**src/rtl/seq_pkg.sv**
```systemverilog
// Shared definitions for the calculator instruction sequencer:
// opcodes, instruction field positions, FSM state encoding and ASCII codes.
package seq_pkg;

  // Opcodes carried in inst_wd[7:6]
  localparam logic [1:0] OP_PUSH = 2'b00;
  localparam logic [1:0] OP_ADD  = 2'b01;
  localparam logic [1:0] OP_MULT = 2'b10;
  localparam logic [1:0] OP_SEND = 2'b11;

  // Instruction field slices (imm overlaps rb/rc for PUSH)
  localparam int OP_HI  = 7;
  localparam int OP_LO  = 6;
  localparam int RA_HI  = 5;
  localparam int RA_LO  = 4;
  localparam int RB_HI  = 3;
  localparam int RB_LO  = 2;
  localparam int RC_HI  = 1;
  localparam int RC_LO  = 0;
  localparam int IMM_HI = 3;
  localparam int IMM_LO = 0;

  // Line terminator appended after every hex dump
  localparam logic [7:0] ASCII_CR = 8'h0D;
  localparam logic [7:0] ASCII_LF = 8'h0A;

  // State encodings kept as plain constants so older tools and netlists
  // see stable values; the enum gives the FSM a named type.
  localparam logic [2:0] ST_IDLE = 3'd0;
  localparam logic [2:0] ST_READ = 3'd1;
  localparam logic [2:0] ST_WB   = 3'd2;
  localparam logic [2:0] ST_TX   = 3'd3;
  localparam logic [2:0] ST_DONE = 3'd4;

  typedef enum logic [2:0] {
    S_IDLE = ST_IDLE,
    S_READ = ST_READ,
    S_WB   = ST_WB,
    S_TX   = ST_TX,
    S_DONE = ST_DONE
  } state_t;

endpackage

```
**src/rtl/seq_hex_ascii.sv**
```systemverilog
// Combinational nibble to uppercase ASCII hex digit.
module seq_hex_ascii (
  input  logic [3:0] nib,
  output logic [7:0] chr
);

  // 0-9 map onto '0'..'9', 10-15 onto 'A'..'F' ('A' - 10 = 0x37)
  always_comb begin
    if (nib < 4'd10) chr = 8'h30 + {4'h0, nib};
    else             chr = 8'h37 + {4'h0, nib};
  end

endmodule

```
**src/rtl/seq_ctrl.sv**
```systemverilog
// Instruction sequencer for the 4-entry calculator register file.
// Executes PUSH/ADD/MULT through a read/write-back pair of cycles and
// serialises a register as ASCII hex plus CR LF for SEND.
module seq_ctrl
  import seq_pkg::*;
#(
  parameter int DATA_W = 8
) (
  input  logic              clk,
  input  logic              rst,
  input  logic              inst_vld,
  input  logic [7:0]        inst_wd,
  output logic              inst_rdy,
  output logic [1:0]        rf_ra_addr,
  output logic [1:0]        rf_rb_addr,
  input  logic [DATA_W-1:0] rf_ra_data,
  input  logic [DATA_W-1:0] rf_rb_data,
  output logic              rf_we,
  output logic [1:0]        rf_wa,
  output logic [DATA_W-1:0] rf_wd,
  output logic              tx_vld,
  output logic [7:0]        tx_data,
  input  logic              tx_rdy,
  output logic              inst_done
);

  localparam int N_HEX = DATA_W / 4;
  localparam int IDX_W = $clog2(N_HEX + 2);

  state_t            state;
  logic [7:0]        inst_q;
  logic [DATA_W-1:0] shadow;
  logic [IDX_W-1:0]  idx;

  logic [1:0]        op;
  logic [1:0]        ra;
  logic [1:0]        rb;
  logic [1:0]        rc;
  logic [3:0]        imm;
  logic [DATA_W-1:0] alu;
  logic [3:0]        nib;
  logic [7:0]        hex_chr;
  logic [7:0]        byte_sel;
  logic              xfer;
  logic              last;

  assign op  = inst_q[OP_HI:OP_LO];
  assign ra  = inst_q[RA_HI:RA_LO];
  assign rb  = inst_q[RB_HI:RB_LO];
  assign rc  = inst_q[RC_HI:RC_LO];
  assign imm = inst_q[IMM_HI:IMM_LO];

  assign inst_rdy = (state == S_IDLE);
  assign tx_vld   = (state == S_TX);
  // Forced to zero outside TX so the idle bus reads as 0, not '0'
  assign tx_data  = tx_vld ? byte_sel : 8'h00;
  assign xfer     = tx_vld & tx_rdy;
  assign last     = (idx == IDX_W'(N_HEX + 1));

  // Read addresses follow the latched instruction; the register file
  // answers combinationally, so they only matter during READ.
  always_comb begin
    rf_ra_addr = ra;
    rf_rb_addr = 2'd0;
    if (op == OP_ADD || op == OP_MULT) begin
      rf_ra_addr = rb;
      rf_rb_addr = rc;
    end
  end

  // ALU on READ-cycle operands; all results wrap to DATA_W bits
  always_comb begin
    case (op)
      OP_PUSH: alu = {rf_ra_data[DATA_W-5:0], imm};
      OP_ADD:  alu = rf_ra_data + rf_rb_data;
      OP_MULT: alu = rf_ra_data * rf_rb_data;
      default: alu = '0;
    endcase
  end

  // Pick the nibble for the current character, most significant first
  always_comb begin
    nib = 4'h0;
    for (int i = 0; i < N_HEX; i++) begin
      if (idx == IDX_W'(N_HEX - 1 - i)) nib = shadow[i*4 +: 4];
    end
  end

  seq_hex_ascii u_hex (
    .nib (nib),
    .chr (hex_chr)
  );

  // Frame byte: hex digits, then CR, then LF
  always_comb begin
    if (idx < IDX_W'(N_HEX))       byte_sel = hex_chr;
    else if (idx == IDX_W'(N_HEX)) byte_sel = ASCII_CR;
    else                           byte_sel = ASCII_LF;
  end

  // Sequencer FSM; rf_we and inst_done are single-cycle pulses
  always_ff @(posedge clk or posedge rst) begin
    if (rst) begin
      state     <= S_IDLE;
      inst_q    <= '0;
      shadow    <= '0;
      idx       <= '0;
      rf_we     <= 1'b0;
      rf_wa     <= 2'd0;
      rf_wd     <= '0;
      inst_done <= 1'b0;
    end else begin
      rf_we     <= 1'b0;
      inst_done <= 1'b0;
      case (state)
        S_IDLE: begin
          if (inst_vld) begin
            inst_q <= inst_wd;
            state  <= S_READ;
          end
        end
        S_READ: begin
          if (op == OP_SEND) begin
            shadow <= rf_ra_data;
            idx    <= '0;
            state  <= S_TX;
          end else begin
            rf_we     <= 1'b1;
            rf_wa     <= ra;
            rf_wd     <= alu;
            inst_done <= 1'b1;
            state     <= S_WB;
          end
        end
        S_WB: begin
          state <= S_IDLE;
        end
        S_TX: begin
          if (xfer) begin
            if (last) begin
              inst_done <= 1'b1;
              state     <= S_DONE;
            end else begin
              idx <= idx + IDX_W'(1);
            end
          end
        end
        S_DONE: begin
          state <= S_IDLE;
        end
        default: begin
          state <= S_IDLE;
        end
      endcase
    end
  end

endmodule

```
**config.mk**
```make
export PLATFORM = sky130hd
export DESIGN_NAME = seq_ctrl
export DESIGN_NICKNAME = d
export VERILOG_FILES = /design/src/rtl/seq_pkg.sv /design/src/rtl/seq_hex_ascii.sv /design/src/rtl/seq_ctrl.sv
export SDC_FILE = /design/constraint.sdc
export NUM_CORES = 1
export LEC_CHECK = 0
export ABC_AREA = 1
export CAP_MARGIN = 15
export CORE_MARGIN = 3
export CORE_UTILIZATION = 40
export DETAILED_ROUTE_END_ITERATION = 7
export GPL_ROUTABILITY_DRIVEN = 0
export HOLD_SLACK_MARGIN = 0.02
export PLACE_DENSITY = 0.71
export RECOVER_POWER = 50
export SKIP_CTS_REPAIR_TIMING = 1
export SLEW_MARGIN = 10
export SYNTH_ARGS = -nofsm -noshare
export SYNTH_HDL_FRONTEND = slang
export SYNTH_SLANG_ARGS = --single-unit
```
**constraint.sdc**
```tcl
create_clock -name clk -period 2 [get_ports clk]
set_input_delay 0.2 -clock clk [delete_from_list [all_inputs] [get_ports clk]]
set_output_delay 0.2 -clock clk [all_outputs]
set_load 0.05 [all_outputs]
```
# ---- After elaboration in Yosys (flattened, before gate mapping)
# Index checks and enable logic that the tools add are counted.
dict set report totals {
  ff_bits 33
  elab_cells 63
  output_inout_bits 26
}
dict set report op_classes {
  n_addsub 4
  muxes 23
  n_reduce_logical 10
  n_mul 1
  eq_ne 13
  magnitude_cmp 2
  n_bitwise 2
}
# operator count
set ops {}
lappend ops {{8-bit two-way mux} 3}
lappend ops {{8-bit one-hot mux with 3 select lines} 1}
lappend ops {{6-bit by 4-bit adder with 7-bit output (first input constant)} 2}
lappend ops {{3-bit two-way mux} 4}
lappend ops {{2-bit two-way mux} 5}
lappend ops {{3-bit one-hot mux with 3 select lines} 1}
lappend ops {{8-bit adder} 1}
lappend ops {{2-bit equality test (second input constant)} 4}
lappend ops {{8-bit by 8-bit multiplier with 8-bit output} 1}
lappend ops {{4-bit two-way mux} 2}
lappend ops {{2-bit inequality test (second input constant)} 3}
lappend ops {{2-bit AND reduction} 3}
lappend ops {{1-bit two-way mux} 5}
lappend ops {{2-bit by 1-bit equality test with 1-bit output (second input constant)} 2}
lappend ops {{2-bit zero test} 2}
lappend ops {{4-bit < comparator (second input constant)} 1}
lappend ops {{2-bit by 1-bit inequality test with 1-bit output (second input constant)} 2}
lappend ops {{2-bit one-hot mux with 2 select lines} 1}
lappend ops {{4-bit AND reduction} 1}
lappend ops {{3-bit by 1-bit equality test with 1-bit output (second input constant)} 1}
lappend ops {{3-bit by 2-bit equality test with 1-bit output (second input constant)} 1}
lappend ops {{3-bit zero test} 1}
lappend ops {{3-bit AND reduction} 1}
lappend ops {{2-bit by 1-bit adder with 2-bit output (second input constant)} 1}
lappend ops {{other kinds (6)} 6}

# ---- Longest topological paths before layout
dict set report logic_depth {
  ltp_word 7
  depth_mapped 24
}

# ---- Modules after synthesis
# From an unflattened synthesis, not the netlist that was laid out.
dict set report unflattened {
  cells_unflattened 424
  hier_area_um2 3138.0
}
# mod area_per_inst_um2 cells_per_inst instances
set modules_own_cells {}
lappend modules_own_cells {seq_ctrl 3014.1 399 1}
lappend modules_own_cells {seq_hex_ascii 123.9 25 1}

# ---- Worst setup path before layout
# OpenSTA, ideal clock, no wires.
dict set report synth_path {
  kind {input to register}
  startpoint {input rf_ra_data[0]}
  endpoint {register rf_wd[7]}
  t_arrival_ns 3.164
  setup_slack_ns -1.276
  cell_stages 19
  required_ns 1.887
  cell_sequence {buf_4 nand2_1 inv_1 fa_1 fa_1 ha_1 inv_1 fa_1 inv_1 ha_1 inv_1 nor2_1 o21ai_0 and2_1 nand3_1 nand3_1 nand3_1 nand2_1 inv_1}
}
dict set report synth_via {
  elab_chain_cells 2
  elab_cells_between_ends 3
  classes_between {add/sub: 1; mul: 1; mux: 1}
}
# item line
set synth_rtl {}
lappend synth_rtl {{start: declaration} seq_ctrl.sv:16} ;# input logic [DATA_W-1:0] rf_ra_data,
lappend synth_rtl {{8-bit by 8-bit multiplier with 8-bit output / 8-bit adder (equally long branches)} {seq_ctrl.sv:76, seq_ctrl.sv:75}}
lappend synth_rtl {{8-bit one-hot mux with 3 select lines *} seq_ctrl.sv:73} ;# case (op)
lappend synth_rtl {{end signal: assignment} seq_ctrl.sv:130} ;# rf_wd <= alu;
lappend synth_rtl {{end: declaration} seq_ctrl.sv:20} ;# output logic [DATA_W-1:0] rf_wd,
# Every way passes the cells marked *; elsewhere a longest branch is shown, timed or not.
# A chain may end at the register's enable or synchronous reset.

# ---- Worst setup path in the final report
dict set report layout_path {
  startpoint {input rf_ra_data[2]}
  endpoint {register rf_wd[6]}
}
# The elaborated chain is that of the path after synthesis.

==> reports/qor.yml <==
grt:
  grt_busiest_layer: "met2"
  grt_max_degree: 34
  use_met3: 0.0418
  gr-usage-all-layers: 0.195
  grt_use_met2: 0.341
  grt_pass1_vias: 3031
  antenna_found_initial: 0
  grt_overflow: 0
  grt_first_pass_wirelength_mm: 13.5
  grt_util_met1: 0.242
power_and_ir_drop:
  ir_worst_vdd_mv: 1.34
  finalPower_mw: 7.07
  pwr_density_cell_nw_per_um2: 1480
  p_leak_nw: 2.44
floorplan:
  die_w_um: 93.5
  die-area_um2: 8740
  initial_core_util: 0.418
  dieHeight_um: 93.5
  core_area_um2: 7330
  io_pins: 54
  rows: 31
sta:
  fin_crit_sh: 1.59
  tightest_slew_ns: 0.831
  hold_viol: 0
  rsz0062_at_grt: "true"
  setup_tns_ns: -5.52
  clock_skew_ns: 0.00690
  setup_viol: 11
  max_freq_mhz: 315
  setup_slack_ns: -1.18
  maxSlewHeadroom: 0.446
  slew_violations: 0
  layout_min_cycle_time_ns: 3.18
synthesis:
  synth_seq_cells: 33
  synth.net_count: 487
  synth_cells: 415
  seq_area_frac_synth: 0.270
  mappedNetlistArea_um2: 3060
  avgSynthCellArea_um2: 7.38
  ys_async_sr_fraction: 1.00
  synth_cell_types: 35
  synth_edf_count: 0
  ys_warn_count: 0
  synth-main-ff-cell: "dfrtp_1"
clock_tree:
  cts_tree: "done"
  cts_buffer_depth: 2
  cts_root_buffer: "clkbuf_8"
  cts_sinks: 33
  clock_latency_ns: 0.29
  clk_pin_slew_ns: 0.07
  ctsHtreeMaxLevel: 2
  cts_buffers: 5
route:
  initialDrtViolationCount: 231
  num_vias: 3176
  ant_nets: 0
  wire_per_inst_um: 15.2
  first_pass_iters: 5
  drt_wl_total_mm: 9.47
  drc_errors: 0
  vias_per_cell: 5.11
outcome:
  violations: "setup timing"
  run_status: "finished with violations"
final_layout:
  fillers: 554
  diodes: 0
  fin_nets: 594
  final_area_um2: 4770
  final_cells: 622
  drive_gt1_frac: 0.367
  area_growth_pct: 55.7
critical_path:
  arrival_ns: 3.35
  worst-setup-path-type: "in -> reg"
  crit_cells: 15
  slowest_delay_ns: 0.51
  worstPathCellList: "buf_6, ha_4, fa_2, fa_1, ha_1, inv_2, fa_1, inv_1, ha_1, inv_2, o21ba_4, xor2_2, o21ai_1, a31oi_1, nor2_1"
  ff2ff_path_depth: 8
  path_delay_family: "adder cells"
  path_buf_inv: 4
  critPathLaunchType: "input pin"
  cp_slowest_cell: "fa_1"
  cp_max_fo: 5
  cp.required_ns: 2.17
  end_kind: "register"
placement:
  dp_hpwl_mm: 6.50
  placed_cell_area_um2: 4210
  placed_cells: 600
  place_ws_ns: -1.88
  io_buffer_count: 52
flow_run:
  maxCapViolations: 0
min_path:
  worstHoldPathType: "in -> reg"
  hold-path-cell-count: 3
[where the power goes]
part	internal (mW)	total (mW)	switching, mW
clock network	0.406	0.657	0.250
logic	2.16	5.19	3.03
registers	0.996	1.22	0.227
total	3.56	7.07	3.51
[worst paths after layout]
| path | slack, ns | end | startpoint |
|---|---|---|---|
| max in group asynchronous | 0.89 | rf_wd[6]$_DFFE_PP0P_ | rst |
| min in group asynchronous | 0.59 | inst_q[5]$_DFFE_PP0P_ | rst |
| worst min-delay path | 0.33 | shadow[2]$_DFFE_PP0P_ | rf_ra_data[2] |
| worst min register to register | 0.50 | rf_wa[0]$_DFFE_PP0P_ | rf_wa[0]$_DFFE_PP0P_ |
| worst max register to register | 0.31 | rf_wd[2]$_DFFE_PP0P_ | state[2]$_DFFE_PP0P_ |
| worst max-delay path | -1.18 | rf_wd[6]$_DFFE_PP0P_ | rf_ra_data[2] |
[cells in the final DEF, fill, tap and decap left out, types with 2 or more instances in the layout]
cell type,instances
buf_6,14
a41oi_1,3
fa_1,8
dfrtp_1,33
o21ai_1,4
a21oi_2,2
clkdlybuf4s50_1,26
o21ai_0,7
nor2_1,18
mux2_2,11
fa_2,5
nand3_2,3
a31oi_4,2
clkbuf_2,2
inv_1,68
ha_4,12
buf_12,12
nor2_2,4
clkbuf_8,6
or2_2,2
ha_1,19
dlymetal6s2s_1,3
buf_4,48
xor2_1,2
clkbuf_1,3
inv_2,23
a31oi_1,3
nor2_4,4
nand3_1,18
nand2_1,92
nand2_2,17
a21oi_1,14
a21oi_4,4
nand2_4,5
[per-layer routing]
layer	vias up	share of wire
met1	1533	0.41
met5	-	0
met3	26	0.067
li1	1494	-
met2	123	0.50
met4	0	0.027
[kinds of logic (layout without fill, tap and decap cells)]
logic type               after synthesis  count (layout)  share of synthesized area
AND/OR/NAND/NOR                      169             169                      0.230
buffers and inverters                104             212                      0.137
AO/OA/AOI/OAI                         47              47                     0.0899
adder cells (fa/ha/maj)               44              44                      0.212
flip-flops                            33              33                      0.270
multiplexers                          11              11                     0.0405
XOR/XNOR                               6               6                     0.0196
other                                  1               1                    0.00122
[flip-flops by register name (all words and copies together), names as in the netlist]
name / count
shadow: 8
idx: 2
rf_wd: 8
inst_q: 8
rf_we: 1
rf_wa: 2
inst_done: 1
state: 3
[cell type report]
cell class,count,area (um2),area share
clock buffer,7,86.3,0.0181
timing repair buffer,110,1100,0.230
inverter,94,364,0.0764
clock inverter,1,30.0,0.00630
multi-input combinational,278,2240,0.470
sequential,33,826,0.173
tap,99,124,0.0260
[worst reg2reg max path, cell delays in order, from the launching register on]
cell      delay [ns]
dfrtp_1         0.40
inv_1           0.06
nand2_1         0.09
inv_1           0.09
nand2_1         0.05
nor2_1          0.11
clkbuf_1        0.49
nor2_1          0.12
a41oi_1         0.19
[cell usage after synthesis, types with 2 or more instances]
master   count  share of area
a41oi_1      4          0.011
nor2_1      25          0.031
a31oi_1      5          0.010
o21ai_0     12          0.020
nand3_1     22          0.036
inv_2        3         0.0037
nand2_1    107           0.13
buf_2        3         0.0049
or2_2        2         0.0041
dfrtp_1     33           0.27
nand2_2      7          0.014
mux2_2      11          0.040
xor2_1       3         0.0086
xnor2_1      2         0.0057
fa_1        13          0.085
a21oi_1     20          0.033
ha_1        31           0.13
buf_4        5          0.012
inv_1       91           0.11
[per-stage QoR]
| step | util | hold slack [ns] |
|---|---|---|
| 2_1_floorplan | - | 0.329 |
| 3_3_place_gp | 0.574 | 0.475 |
| 3_5_place_dp | 0.574 | 0.490 |
| 4_1_cts | 0.590 | 0.312 |
| 5_1_grt | 0.650 | 0.336 |
| 6_report | 0.650 | 0.330 |
Power figures use the tool's default switching activity.
